File: src/rtl/fetch_ctrl.sv
// Purpose: program-counter / fetch sequencer driving the combinational instruction ROM address.
// Latency: a redirect (branch/jump/call/ret) sampled in cycle n is on prog_ctr in cycle n+1; no delay slot.
// Backpressure: stall holds prog_ctr and discards every lower-priority request in that cycle.
//
// Optional feature macro: FETCH_RSTACK_EN adds a STK_DEPTH-entry return-address stack
// (call_en/ret_en); without it call_en/ret_en are ignored and stack_err is 0.
//
// Ports:
//   clk, reset       - rising-edge clock, synchronous active-high reset
//   start            - begins a run from IDLE or HALT (ignored while running)
//   stall, halt_req  - hold PC; accept halt instruction (hold PC, go HALT)
//   branch_taken/ofs - relative branch, signed offset from current PC
//   jump_en/target   - absolute jump
//   call_en, ret_en  - return-stack call/return (FETCH_RSTACK_EN only)
//   prog_ctr         - registered ROM address
//   running, done    - registered state flags (RUN, HALT)
//   stack_err        - sticky return-stack overflow/underflow flag

module fetch_ctrl #(
    parameter int D          = 10,
    parameter int START_ADDR = 0,
    parameter int OFS_W      = 8,
    parameter int STK_DEPTH  = 4
) (
    input  logic             clk,
    input  logic             reset,
    input  logic             start,
    input  logic             stall,
    input  logic             halt_req,
    input  logic             branch_taken,
    input  logic [OFS_W-1:0] branch_ofs,
    input  logic             jump_en,
    input  logic [D-1:0]     jump_target,
    input  logic             call_en,
    input  logic             ret_en,
    output logic [D-1:0]     prog_ctr,
    output logic             running,
    output logic             done,
    output logic             stack_err
);

    typedef enum logic [1:0] {
        S_IDLE = 2'd0,
        S_RUN  = 2'd1,
        S_HALT = 2'd2
    } state_t;

    localparam logic [D-1:0] START_PC = D'(START_ADDR);

    state_t       state;
    state_t       state_nxt;
    logic [D-1:0] pc_nxt;
    logic [D-1:0] pc_inc;
    logic [D-1:0] pc_br;
    logic [D-1:0] ofs_sext;

    // Size cast of a signed operand sign-extends (or truncates), so all PC
    // arithmetic naturally wraps modulo 2**D.
    assign ofs_sext = D'($signed(branch_ofs));
    assign pc_inc   = prog_ctr + D'(1);
    assign pc_br    = prog_ctr + ofs_sext;

`ifdef FETCH_RSTACK_EN
    localparam int SP_W  = $clog2(STK_DEPTH + 1);
    localparam int IDX_W = (STK_DEPTH > 1) ? $clog2(STK_DEPTH) : 1;

    logic [D-1:0]    stk [STK_DEPTH];
    logic [SP_W-1:0] sp;
    logic [SP_W-1:0] sp_nxt;
    logic            push;
    logic            err_nxt;
    logic            stk_full;
    logic            stk_empty;
    logic [D-1:0]    stk_top;

    assign stk_full  = (sp == SP_W'(STK_DEPTH));
    assign stk_empty = (sp == '0);
    assign stk_top   = stk[IDX_W'(sp - SP_W'(1))];
`else
    logic unused_stack_inputs;
    localparam int unused_stk_depth = STK_DEPTH;
    assign unused_stack_inputs = call_en ^ ret_en;
    assign stack_err = 1'b0;
`endif

    always_comb begin
        state_nxt = state;
        pc_nxt    = prog_ctr;
`ifdef FETCH_RSTACK_EN
        sp_nxt    = sp;
        push      = 1'b0;
        err_nxt   = stack_err;
`endif
        case (state)
            S_IDLE: begin
                if (start) begin
                    state_nxt = S_RUN;
                    pc_nxt    = START_PC;
                end
            end
            S_HALT: begin
                if (start) begin
                    state_nxt = S_RUN;
                    pc_nxt    = START_PC;
`ifdef FETCH_RSTACK_EN
                    sp_nxt    = '0;
                    err_nxt   = 1'b0;
`endif
                end
            end
            S_RUN: begin
                if (stall) begin
                    pc_nxt = prog_ctr;
                end else if (halt_req) begin
                    // halt address stays on prog_ctr for the whole HALT period
                    state_nxt = S_HALT;
`ifdef FETCH_RSTACK_EN
                end else if (ret_en) begin
                    if (stk_empty) begin
                        pc_nxt  = pc_inc;
                        err_nxt = 1'b1;
                    end else begin
                        pc_nxt = stk_top;
                        sp_nxt = sp - SP_W'(1);
                    end
                end else if (call_en) begin
                    // the jump is taken even when the return address is lost
                    pc_nxt = jump_target;
                    if (stk_full) begin
                        err_nxt = 1'b1;
                    end else begin
                        push   = 1'b1;
                        sp_nxt = sp + SP_W'(1);
                    end
`endif
                end else if (jump_en) begin
                    pc_nxt = jump_target;
                end else if (branch_taken) begin
                    pc_nxt = pc_br;
                end else begin
                    pc_nxt = pc_inc;
                end
            end
            default: begin
                state_nxt = S_IDLE;
                pc_nxt    = '0;
            end
        endcase
    end

    always_ff @(posedge clk) begin
        if (reset) begin
            state    <= S_IDLE;
            prog_ctr <= '0;
            running  <= 1'b0;
            done     <= 1'b0;
        end else begin
            state    <= state_nxt;
            prog_ctr <= pc_nxt;
            running  <= (state_nxt == S_RUN);
            done     <= (state_nxt == S_HALT);
        end
    end

`ifdef FETCH_RSTACK_EN
    always_ff @(posedge clk) begin
        if (reset) begin
            sp        <= '0;
            stack_err <= 1'b0;
        end else begin
            sp        <= sp_nxt;
            stack_err <= err_nxt;
        end
    end

    // Entries need no reset: sp alone defines which ones are valid.
    always_ff @(posedge clk) begin
        if (push) begin
            stk[IDX_W'(sp)] <= pc_inc;
        end
    end
`endif

endmodule

File: config.mk
export PLATFORM = sky130hd
export DESIGN_NAME = fetch_ctrl
export DESIGN_NICKNAME = d
export VERILOG_FILES = /design/src/rtl/fetch_ctrl.sv
export SDC_FILE = /design/constraint.sdc
export NUM_CORES = 1
export LEC_CHECK = 0
export BUFFER_PORTS_ARGS = -buffer_cell sky130_fd_sc_hd__buf_2
export CAP_MARGIN = 10
export CORE_MARGIN = 5
export CORE_UTILIZATION = 35
export DETAILED_ROUTE_END_ITERATION = 12
export PLACE_DENSITY_LB_ADDON = 0.05
export SYNTH_ARGS = -nofsm -noshare
export SYNTH_HDL_FRONTEND = slang
export SYNTH_SLANG_ARGS = --single-unit
export TNS_END_PERCENT = 50
File: constraint.sdc
create_clock -name clk -period 5.8 [get_ports clk]
set_clock_uncertainty 0.05 [all_clocks]
set_input_delay 1.16 -clock clk [delete_from_list [all_inputs] [get_ports clk]]
set_output_delay 1.16 -clock clk [all_outputs]
set_load 0.05 [all_outputs]
Yosys cells after proc, flatten, opt, wreduce, memory -nomap -nowiden
Cells that the tools add are included.

Bits in registers: 14. Bits in latches: 0. Bits in writable memories: 0. Memory bits (read-only): 0. Bits of input ports: 27. Output and inout port bits: 13. Logic and storage cells: 26. Memories: 0.

Add/subtract/negate cells: 2. $mul: 0. Div/mod/pow operators: 0. Magnitude comparators: 0. Eq/ne operators: 7. Shift operators: 0. Muxes and demuxes: 10. Bitwise operators: 0. Reduce and logical (&&, ||, !) cells: 3.

Operator list (number): 10-bit two-way mux (5); 10-bit one-hot mux with 2 select lines (1); 10-bit by 1-bit adder with 10-bit output, second input constant (1); 10-bit adder (1); 2-bit two-way mux (3); 2-bit by 1-bit equality test with 1-bit output, second input constant (2); 2-bit equality test, second input constant (2); 2-bit inequality test, second input constant (2); 2-bit one-hot mux with 2 select lines (1); 3-bit AND reduction (1); 2-bit logical NOT (1); 2-bit by 1-bit inequality test with 1-bit output, second input constant (1); 2-bit OR reduction (1).

Depth between registers and ports, before layout
Depth in word-level cells: 6. Mapped depth: 8. Depth with buffers taken out: 8.

Worst setup path after synthesis
OpenSTA, ideal clock, no wires.

Kind: input to register. Start: in branch_ofs[0]. End: reg prog_ctr[8]. Library setup time: 127 ps. Arrival: 2658 ps. Data required time: 5623 ps. Path slack: 2965 ps. Stages: 8. Path buffers: 0. Cell sequence: nand2b_1 ha_1 fa_1 a21oi_1 o22ai_1 nor2_1 nor4_1 or3_1.

Word-level cells in the longest chain between the ends: 6.

RTL lines: from (decl) (line 31) `input logic [OFS_W-1:0] branch_ofs,`; 10-bit adder (line 61) `assign pc_br = prog_ctr + ofs_sext;`; 10-bit two-way mux (line 138) `end else if (branch_taken) begin`; 10-bit two-way mux (line 136) `end else if (jump_en) begin`; 10-bit two-way mux (line 114) `end else if (halt_req) begin`; 10-bit two-way mux (line 112) `if (stall) begin`; 10-bit one-hot mux with 2 select lines (line 94) `case (state)`; to (signal assigned) (line 159) `prog_ctr <= pc_nxt;`; to (decl) (line 36) `output logic [D-1:0] prog_ctr,`.

No other way between the ends. The select of a mux whose other input is x is not followed. A chain may end at the register's enable or synchronous reset.

Worst setup path in the final report
Start: in branch_taken. End: reg prog_ctr[8].

Word-level cells in the longest chain between the ends: 5.

RTL lines: from (decl) (line 30) `input logic branch_taken,`; 10-bit two-way mux (line 138); 10-bit two-way mux (line 136); 10-bit two-way mux (line 114); 10-bit two-way mux (line 112); 10-bit one-hot mux with 2 select lines (line 94).

No other way between the ends. The select of a mux whose other input is x is not followed.

==> impl_results.md <==
* Ratio of cells with drive above 1 in the final layout at 0.2500
* First-pass DRT Iterations at 4
* Max cap viols at 0
* Final setup fails at 0
* Register area at 280.3 um2
* Slew Limit Fails at 0
* CP Data Arrival Time at 2.96 ns
* Largest area contributor in the netlist: dfxtp_1
* Slew HR at 0.6495
* DR vias at 1,092
* Vias per cell at 5.433
* Setup tns final at 0 ns
* GRT Residual Overflow at 0
* Largest net degree at the start of global routing at 16
* Initial antenna violation count at 0
* Root buffer cell: clkbuf_4
* Initial DRC Count at 29
* Synthesized area at 0.001056 mm2
* Synth area leaders: dfxtp_1 (27%), ha_1 (11%), a21oi_1 (6.2%), nor2_1 (5.0%), and2_1 (4.1%)
* Hold Buf Count CTS at 0
* I/O Pins at 40
* Worst-Margin Slew at 0.5238 ns
* Post-Syn Instances at 132
* Fmax at 0.3530 GHz
* ANT cells at 0
* Critical Path Source Type: input port
* Period utilization at 0.4885
* Vias in the first global route at 1,086
* P_leak at 0.6172 nW
* Share of the synthesized area in the top cell type at 0.2654
* RSZ-0062 raised after global routing: false
* Setup repair bufs after CTS at 0
* Chip height at 64.93 um
* WS Path Type: in2reg
* Post_cts resized at 0
* Status: finished, final reports clean
* Post-DP HPWL at 2186 um
* Core Region at 0.002978 mm2
* Slowest stage cell on the critical path: fa_1
* Critical Path Sink: prog_ctr[8]$_SDFFE_PP0P_
* DR DRC count at 0
* CP required at 5.93 ns
* DR WL/cell at 13.94 um
* Sequential area share after synthesis at 0.2654
* PnR Total Power at 0.0002312 W
* Clk_lat worst skew at 0.28 ns
* IO buf count at 36
* CTS clock-pin slew for the worst setup and hold paths at 0.10 ns
* Ys flop type: dfxtp_1
* Final Wtd Congestion at 0.9005
* H-tree depth at 1
* CTS sink cnt at 14
* CTS tree: done
* Power Density at 178.2 mW/mm2
* Post-synth EDFFs at 0
* Num CTS Buffers at 3
* Worst path cell trace: buf_2 -> nand2b_1 -> ha_1 -> fa_1 -> a21oi_1 -> o22ai_1 -> nor2_1 -> nor4_1 -> or3_1
* Max incr delay on CP at 0.42 ns
* Asr flop ratio synth at 0
* Fin util at 0.4357
* Layout Nets at 206
* Clock buffer depth at 2
* Hold Violations, Final at 0
* Max Fanout on Critical Path at 8
* Multi-input gate area at 733.2 um2
* Mapped Nets at 169
* Worst Hold Class: reg2reg
* Leading cell types in the layout, fill and taps excluded: buf_2 (36), nor2_1 (14), dfxtp_1 (14)
* Avg Cell Area, Syn at 8.000 um2
* Minimum clock period at 2.833 ns
* Netlist cell types at 39
* Area delta synth->final at 22.87%
* Yosys reg bits at 14
* GRT Util Overall at 0.1451
* R2R cell count at 7
* Commonest non-fill, non-tap cell in the layout: buf_2
* Width of the chip at 64.93 um
* Crit end category: flip-flop
* Crit path launch: branch_taken
* Row cnt at 20
* Warnings, synthesis at 0
* Initial Util at 0.3546
* Peak supply drop at 0.06895 mV
* Filler cells at 312
* Reg2reg start: prog_ctr[0]$_SDFFE_PP0P_
* Flop2flop setup slack at 3.74 ns
* Total Wirelength at 2801 um
* Critical R2R Capture: prog_ctr[8]$_SDFFE_PP0P_
* Total Die Area at 0.004216 mm2
* Antenna-violating nets left at 0
* Wire length of the first global-routing pass at 4816 um
## synthesized netlist by cell type, types with 2 or more instances
| cell | count |
|---|---|
| mux2i_1 | 3 |
| o22ai_1 | 4 |
| a22oi_1 | 5 |
| a222oi_1 | 2 |
| and2_1 | 7 |
| nand2_1 | 5 |
| nor3_1 | 5 |
| ha_1 | 9 |
| xor2_1 | 2 |
| a21oi_1 | 13 |
| nor3b_1 | 2 |
| a211o_1 | 2 |
| o21ai_0 | 3 |
| nor4_1 | 2 |
| inv_1 | 5 |
| clkbuf_1 | 3 |
| nand4_1 | 2 |
| xnor2_1 | 4 |
| or3_1 | 3 |
| nand2b_1 | 2 |
| nand3_1 | 4 |
| nor2_1 | 14 |
| a31oi_1 | 2 |
| dfxtp_1 | 14 |
## critical path: cells and delay by family
family                   cells  cell delay, ns
AO/OA/AOI/OAI                2            0.37
adder cells (fa/ha/maj)      2            0.63
buffers and inverters        1            0.17
AND/OR/NAND/NOR              4            0.64
## per-layer routing
| metal | vias up | global-route usage | routed length (um) |
|---|---|---|---|
| met3 | 4 | 0.02253 | 97 |
| li1 | 563 | - | - |
| met2 | 22 | 0.2452 | 1301 |
| met1 | 503 | 0.1838 | 1373 |
| met4 | 0 | 0.05541 | 29 |
| met5 | - | 0 | 0 |
## where the power goes
part	switching (W)	leakage (nW)	total, W	internal (W)
Sequential	0.00000234	0.114	0.000101	0.0000990
Combinational	0.0000353	0.483	0.0000566	0.0000214
Clock	0.0000350	0.0210	0.0000732	0.0000382
Total	0.0000726	0.617	0.000231	0.000159
## layout make-up
type / count / share of cell area
timing repair buffer: 37 / 0.1446
inverter: 5 / 0.01446
tap: 33 / 0.03182
clock buffer: 4 / 0.02797
multi-input combinational: 108 / 0.5651
sequential: 14 / 0.2160
## cell families (layout without fill, tap and decap cells)
family / after synthesis / in the layout / share of synthesized area
adders and majority gates: 10 / 10 / 0.1256
AOI/OAI and AO/OA: 37 / 37 / 0.2322
muxes: 3 / 3 / 0.02844
DFF: 14 / 14 / 0.2654
and+or+nand+nor: 51 / 51 / 0.2547
buffers and inverters: 10 / 46 / 0.04028
xor gates and xnor gates: 6 / 6 / 0.04976
other: 1 / 1 / 0.003551
## flip-flops by register name, indices dropped and copies added, names as in the netlist
name	count
running	1
state	2
prog_ctr	10
done	1
## through the flow
step | hold slack, ns | worst slack, ns | area [um2] | std cells
4_1_cts | 0.4889 | 2.976 | 1297 | 201
2_1_floorplan | 0.4844 | 2.965 | 1056 | 132
5_1_grt | 0.5401 | 2.839 | 1297 | 201
3_3_place_gp | 0.4504 | 2.673 | 1261 | 197
6_report | 0.4781 | 2.967 | 1297 | 201
3_5_place_dp | 0.4743 | 2.660 | 1261 | 197
## how the worst min path moves through the flow
stage / start / end / cells after the start / slack [ns]
2_1_floorplan: state[0]$_SDFF_PP0_ / running$_SDFF_PP0_ / 3 / 0.48
3_3_place_gp: prog_ctr[0]$_SDFFE_PP0P_ / prog_ctr[0]$_SDFFE_PP0P_ / 2 / 0.45
3_5_place_dp: prog_ctr[0]$_SDFFE_PP0P_ / prog_ctr[0]$_SDFFE_PP0P_ / 2 / 0.47
4_1_cts: prog_ctr[0]$_SDFFE_PP0P_ / prog_ctr[0]$_SDFFE_PP0P_ / 2 / 0.49
5_1_grt: prog_ctr[0]$_SDFFE_PP0P_ / prog_ctr[0]$_SDFFE_PP0P_ / 2 / 0.54
6_report: prog_ctr[0]$_SDFFE_PP0P_ / prog_ctr[0]$_SDFFE_PP0P_ / 2 / 0.48
Note: power is estimated with default switching activity, not from simulation.
